===== src/rtl/gf_mult_pipe.sv =====
// Pipelined GF(2^M) multiply-accumulate: out_p = (a*b mod G) ^ c, G = x^M + in_g, ROWS array rows per stage.
// Latency M/ROWS cycles from acceptance to out_valid; sustains one operation per cycle.
// Backpressure: global stall, in_ready = ~out_valid | out_ready; a stalled pipe freezes whole, bubbles kept.
module gf_mult_pipe #(
  parameter int M    = 8,
  parameter int ROWS = 1,
  parameter int TAGW = 4
) (
  input  logic            clk,
  input  logic            rst_n,
  input  logic            in_valid,
  output logic            in_ready,
  input  logic [M-1:0]    in_a,
  input  logic [M-1:0]    in_b,
  input  logic [M-1:0]    in_g,
  input  logic [M-1:0]    in_c,
  input  logic [TAGW-1:0] in_tag,
  output logic            out_valid,
  input  logic            out_ready,
  output logic [M-1:0]    out_p,
  output logic [TAGW-1:0] out_tag,
  output logic            busy
);
  localparam int S = M / ROWS;

  if ((M % ROWS) != 0 || M < 2 || M > 64) begin : g_param_check
    $error("gf_mult_pipe: M must be 2..64 and a multiple of ROWS");
  end

  // Stage registers, index k = 1..S; stage S feeds the output ports directly.
  logic            vld_q [1:S];
  logic [M-1:0]    p_q   [1:S];
  logic [M-1:0]    a_q   [1:S];
  logic [M-1:0]    g_q   [1:S];
  logic [M-1:0]    b_q   [1:S];
  logic [M-1:0]    c_q   [1:S];
  logic [TAGW-1:0] tag_q [1:S];

  // Source of each stage: index 0 is the input ports, index k is stage k.
  logic            src_vld [0:S-1];
  logic [M-1:0]    src_p   [0:S-1];
  logic [M-1:0]    src_a   [0:S-1];
  logic [M-1:0]    src_g   [0:S-1];
  logic [M-1:0]    src_b   [0:S-1];
  logic [M-1:0]    src_c   [0:S-1];
  logic [TAGW-1:0] src_tag [0:S-1];

  // Values each stage captures when the pipe advances.
  logic            nxt_vld [1:S];
  logic [M-1:0]    nxt_p   [1:S];
  logic [M-1:0]    nxt_a   [1:S];
  logic [M-1:0]    nxt_g   [1:S];
  logic [M-1:0]    nxt_b   [1:S];
  logic [M-1:0]    nxt_c   [1:S];
  logic [TAGW-1:0] nxt_tag [1:S];

  logic adv;

  // The whole pipe moves unless a finished result is waiting on the consumer.
  assign adv       = ~vld_q[S] | out_ready;
  assign in_ready  = adv;
  assign out_valid = vld_q[S];
  assign out_p     = p_q[S];
  assign out_tag   = tag_q[S];

  // Route the input ports and the first S-1 stages to their successors.
  always_comb begin
    src_vld[0] = in_valid;
    src_p[0]   = '0;
    src_a[0]   = in_a;
    src_g[0]   = in_g;
    src_b[0]   = in_b;
    src_c[0]   = in_c;
    src_tag[0] = in_tag;
    for (int k = 1; k < S; k++) begin
      src_vld[k] = vld_q[k];
      src_p[k]   = p_q[k];
      src_a[k]   = a_q[k];
      src_g[k]   = g_q[k];
      src_b[k]   = b_q[k];
      src_c[k]   = c_q[k];
      src_tag[k] = tag_q[k];
    end
  end

  // Apply ROWS array rows per stage; b is consumed MSB first and shifted left, c is folded in after the last row.
  always_comb begin : rows
    logic [M-1:0] p;
    logic [M-1:0] b;
    p = '0;
    b = '0;
    for (int k = 1; k <= S; k++) begin
      p = src_p[k-1];
      b = src_b[k-1];
      for (int r = 0; r < ROWS; r++) begin
        p = {p[M-2:0], 1'b0} ^ (p[M-1] ? src_g[k-1] : '0) ^ (b[M-1] ? src_a[k-1] : '0);
        b = {b[M-2:0], 1'b0};
      end
      nxt_vld[k] = src_vld[k-1];
      nxt_p[k]   = (k == S) ? (p ^ src_c[k-1]) : p;
      nxt_a[k]   = src_a[k-1];
      nxt_g[k]   = src_g[k-1];
      nxt_b[k]   = b;
      nxt_c[k]   = src_c[k-1];
      nxt_tag[k] = src_tag[k-1];
    end
  end

  // Pipeline registers: cleared by reset, loaded together on adv, otherwise frozen.
  always_ff @(posedge clk or negedge rst_n) begin
    if (!rst_n) begin
      for (int k = 1; k <= S; k++) begin
        vld_q[k] <= 1'b0;
        p_q[k]   <= '0;
        a_q[k]   <= '0;
        g_q[k]   <= '0;
        b_q[k]   <= '0;
        c_q[k]   <= '0;
        tag_q[k] <= '0;
      end
    end else if (adv) begin
      for (int k = 1; k <= S; k++) begin
        vld_q[k] <= nxt_vld[k];
        p_q[k]   <= nxt_p[k];
        a_q[k]   <= nxt_a[k];
        g_q[k]   <= nxt_g[k];
        b_q[k]   <= nxt_b[k];
        c_q[k]   <= nxt_c[k];
        tag_q[k] <= nxt_tag[k];
      end
    end
  end

  // busy reflects any stage holding a live operation.
  always_comb begin
    busy = 1'b0;
    for (int k = 1; k <= S; k++) begin
      busy = busy | vld_q[k];
    end
  end

endmodule


===== config.mk =====
export PLATFORM = sky130hd
export DESIGN_NAME = gf_mult_pipe
export DESIGN_NICKNAME = d
export VERILOG_FILES = /design/src/rtl/gf_mult_pipe.sv
export SDC_FILE = /design/constraint.sdc
export NUM_CORES = 1
export LEC_CHECK = 0
export CAP_MARGIN = 20
export CORE_MARGIN = 2
export CORE_UTILIZATION = 60
export CTS_CLUSTER_DIAMETER = 60
export DETAILED_ROUTE_END_ITERATION = 6
export PLACE_DENSITY = 0.79
export SLEW_MARGIN = 20
export SYNTH_ARGS = -nofsm -noshare
export SYNTH_HDL_FRONTEND = slang
export SYNTH_SLANG_ARGS = --single-unit

===== constraint.sdc =====
create_clock -name clk -period 1.6 [get_ports clk]
set_clock_uncertainty 0.05 [all_clocks]
set_input_delay 0.32 -clock clk [delete_from_list [all_inputs] [get_ports clk]]
set_output_delay 0.32 -clock clk [all_outputs]
set_load 0.1 [all_outputs]

== After elaboration in Yosys (flattened, before gate mapping) ==
Cells that the tools add are included.
Word-level totals
  logic and storage cells: 91
  output and inout bits: 15
  flip-flop bits (word level): 300
Cells by class
  multiplexer cells: 15
  bitwise logic cells: 24
Operator list (number)
  $mux 8: 15
  $xor 8x8->8: 15
  $or 1x1->1: 8
  $not 1->1: 1

== Logic depth before layout (Yosys ltp) ==
  depth in word-level cells: 7
  mapped depth: 7

== Worst setup path after synthesis ==
Ideal clock, no wire load.
  path type: register -> output
  start point: reg vld_q (netlist bit out_valid)
  end point: out busy
  arrival: 1756 ps
  path buffers: 0
  setup slack: -526 ps
  required time: 1230 ps
  stages on the path, launching flop included: 3
  cells stage by stage: dfrtp_1 nor4_1 nand2_1
Between the ends
  word-level cells in the longest chain between the ends: 1
Ends and longest elaborated chain
  start: declaration: RTL line 31  | logic vld_q [1:S];
  start signal: indexed assignment: RTL line 123  | vld_q[k] <= nxt_vld[k];
  $or 1x1->1: RTL line 138  | busy = busy | vld_q[k];
  end: declaration: RTL line 22  | output logic busy
Every way passes these cells.

== Final worst setup path ==
  start point: reg vld_q (netlist bit nxt_vld[0])
  end point: out busy
Between the ends
  word-level cells in the longest chain between the ends: 2
Ends and longest elaborated chain (RTL line)
  $or 1x1->1 (2 in a row): 138
Every way passes these cells.

==> metrics.md <==
| Metric | Value |
|---|---|
| Setup WS pre-CTS | `-0.168 ns` |
| Number of port buffers | `54` |
| Yosys warning count | `0` |
| Register area share after synthesis | `between 50% and 60%` |
| Most common cell in the synthesized netlist | `nand2_1` |
| Worst-path fanout max | `2` |
| CTS Buf Count | `31` |
| Async set-reset flop share out of synthesis | `100%` |
| Initial DRT Pass Iterations | `5` |
| Die area | `23000 µm²` |
| Cell variety after synth | `19` |
| FP Rows | `54` |
| Largest net degree at the start of global routing | `72` |
| Max-slew violations | `0` |
| Placed Instance Area | `between 10000 and 15000 µm²` |
| Clk_lat worst skew | `about 0.57 ns` |
| Post-DP HPWL | `16600 µm` |
| Worst vdd ir | `1.46 mV` |
| Clock-pin slew on the worst setup and hold paths | `~0.06 ns` |
| Endpoint type of the worst setup path | `output pin` |
| Slew HR | `70.6%` |
| Nets@finish | `around 1500` |
| DRC violations left | `0` |
| Antenna violations before repair | `0` |
| DR vias | `9410` |
| Final period demand of the worst path | `2.05 ns` |
| GPL Wtd Cong | `0.760` |
| Bufs and invs on worst path | `2` |
| DR WL/cell | `15.9 µm` |
| HP Class | `input port to asynchronous set/reset pin` |
| Cells after Synth | `1411` |
| Non-filler cells, final | `1782` |
| Leak | `8.49 nW` |
| Post-route cell area | `15800 µm²` |
| Critical Path Source | `nxt_vld[0]` |
| Post-Route WL | `28400 µm` |
| FF+latch count, synth | `300` |
| Top FF cell, synth | `dfrtp_1` |
| Violated checks | `negative setup slack` |
| Hold_ws | `around 0.18 ns` |
| Clock buffer depth | `3` |
| Worst Setup Slack, final | `-0.452 ns` |
| Setup crit start kind | `flop` |
| CP peak stage delay | `between 0.3 and 0.4 ns` |
| P&R area growth vs syn | `20.3%` |
| Gr usage total | `between 20% and 30%` |
| Root buffer cell | `clkbuf_16` |
| Worst R2R Start | `out_valid` |
| # clock sinks | `300` |
| CTS tree | `built` |
| Pwr Density | `2110 nW/µm²` |
| Data arrival, critical path | `roughly 1.7 ns` |
| Post-Syn Nets | `1451` |
| Slowest CP cell | `dfrtp_1` |
| Crit-path cells | `nor4_2 > buf_4 > nand2_4 > buf_12` |
| Post-Route Utilization | `72.9%` |
| Leading area contributor after synthesis | `dfrtp_1` |
| Grt total ovfl | `0` |
| Mean post-synth cell area | `9.28 µm²` |
| Fillcell total | `1422` |
| FMAX | `487 MHz` |
| Vias in the first global route | `9038` |
| Critical path class | `flop to output pin` |
| Post-synth EDFFs | `0` |
| First-pass GRT wire length | `43700 µm` |
| ANT nets after route | `0` |
| CTS H-tree depth | `1` |
| Floorplan die width | `152 µm` |
| Drt via density | `5.28` |
| Fraction of layout cells with a size suffix above 1 | `13.1%` |
| Placed Cells | `1705` |
| Starting Density | `approximately three fifths` |
| Worst path required time | `1.23 ns` |
| Top Family by Delay on Critical Path | `flip-flops` |
| Run status | `complete, but fails checks` |
| Max Cap Violations | `0` |
| Initial DRC Count | `620` |
| Die H | `~150 µm` |
| Overall Power | `33.3 mW` |
| Core area | `21600 µm²` |
| Setup violators final | `253` |
| N_diodes | `0` |
| Final period utilization | `128%` |
| Final Hold Viols | `0` |
| Yosys top cell area share | `57.3%` |
| Tightest Pin Transition | `0.441 ns` |
| Netlist Area Pre-Place | `13100 µm²` |
| # IOs | `55` |
| RSZ-0062 raised after global routing | `yes` |
| Synth top area cells | `dfrtp_1, nand2_1, xnor3_1` |
| Setup_tns | `-13.11 ns` |
| Top cells by count, synth | `nand2_1, dfrtp_1, xnor3_1` |
## layer usage
metal | vias to the layer above | GRT usage, % | wire [µm]
li1 | 4470 | - | -
met1 | 4667 | 34.2 | 12400
met2 | 217 | 38.7 | 14300
met3 | 56 | 2.69 | 1120
met4 | 0 | 5.65 | 611
met5 | - | 0 | 0
## timing repair
item	in CTS	in global routing
buffers inserted	5	4
pin swaps	2	9
hold endpoints to repair	300	0
gates resized for setup	2	137
endpoints found under the setup margin	3	63
hold buffers	1	0
cloned	0	12
## report_power, final
part           internal, mW  total [mW]  switching (mW)
logic                  6.08        12.5            6.37
clock network          3.96        6.94            2.97
registers              10.9        13.9            2.96
## worst paths after layout
| kind | end | slack (ns) | depth (start not counted) |
|---|---|---|---|
| worst max-delay path | busy | -0.45 | 4 |
| worst min-delay path | p_q[41] | 0.18 | 2 |
| worst max register to register | g_q[25] | -0.11 | 8 |
| worst min register to register | c_q[47] | 0.42 | 2 |
| max in group asynchronous | out_p[6] | 0.64 | 3 |
| min in group clk | c_q[62] | 0.23 | 3 |
## state kept, by name, summed over array words and instances, names as in the netlist
signal,flops
a_q,56
c_q,56
g_q,56
p_q,56
b_q,28
nxt_tag,28
out_p,8
nxt_vld,7
out_tag,4
out_valid,1
## cell usage in the layout (no fill, tap or decap), types with 6 or more instances in the layout
cell type,count
a21oi_1,7
dfrtp_1,299
buf_4,14
clkbuf_8,8
nor2_1,7
xnor3_1,50
nand3_1,8
clkbuf_1,10
xnor2_1,6
nand2_1,825
buf_6,22
nand2_2,54
o21ai_0,6
buf_12,35
clkdlybuf4s50_1,38
o21ai_1,40
xor2_1,7
clkbuf_16,42
## final cells by class
| type | instances | area [µm²] | share of cell area, % |
|---|---|---|---|
| clock buffers | 49 | 923 | 5.86 |
| clock inverters | 7 | 60.1 | 0.381 |
| inverters | 1 | 11.3 | 0.0715 |
| multi-input cells | 1021 | 5130 | 32.6 |
| flip-flops and latches | 300 | 7510 | 47.7 |
| well taps | 280 | 350 | 2.22 |
| repair buffers | 124 | 1760 | 11.2 |
## kinds of logic (layout without fill, tap and decap cells)
family	after synthesis	after routing	share of synthesized area, %
AO/OA/AOI/OAI	56	56	2.14
XOR/XNOR	63	63	9.47
buffers and inverters	90	181	4.98
flip-flops	300	300	57.3
AND/OR/NAND/NOR	902	902	26.1
No activity file was read; power rests on OpenSTA's default activity.
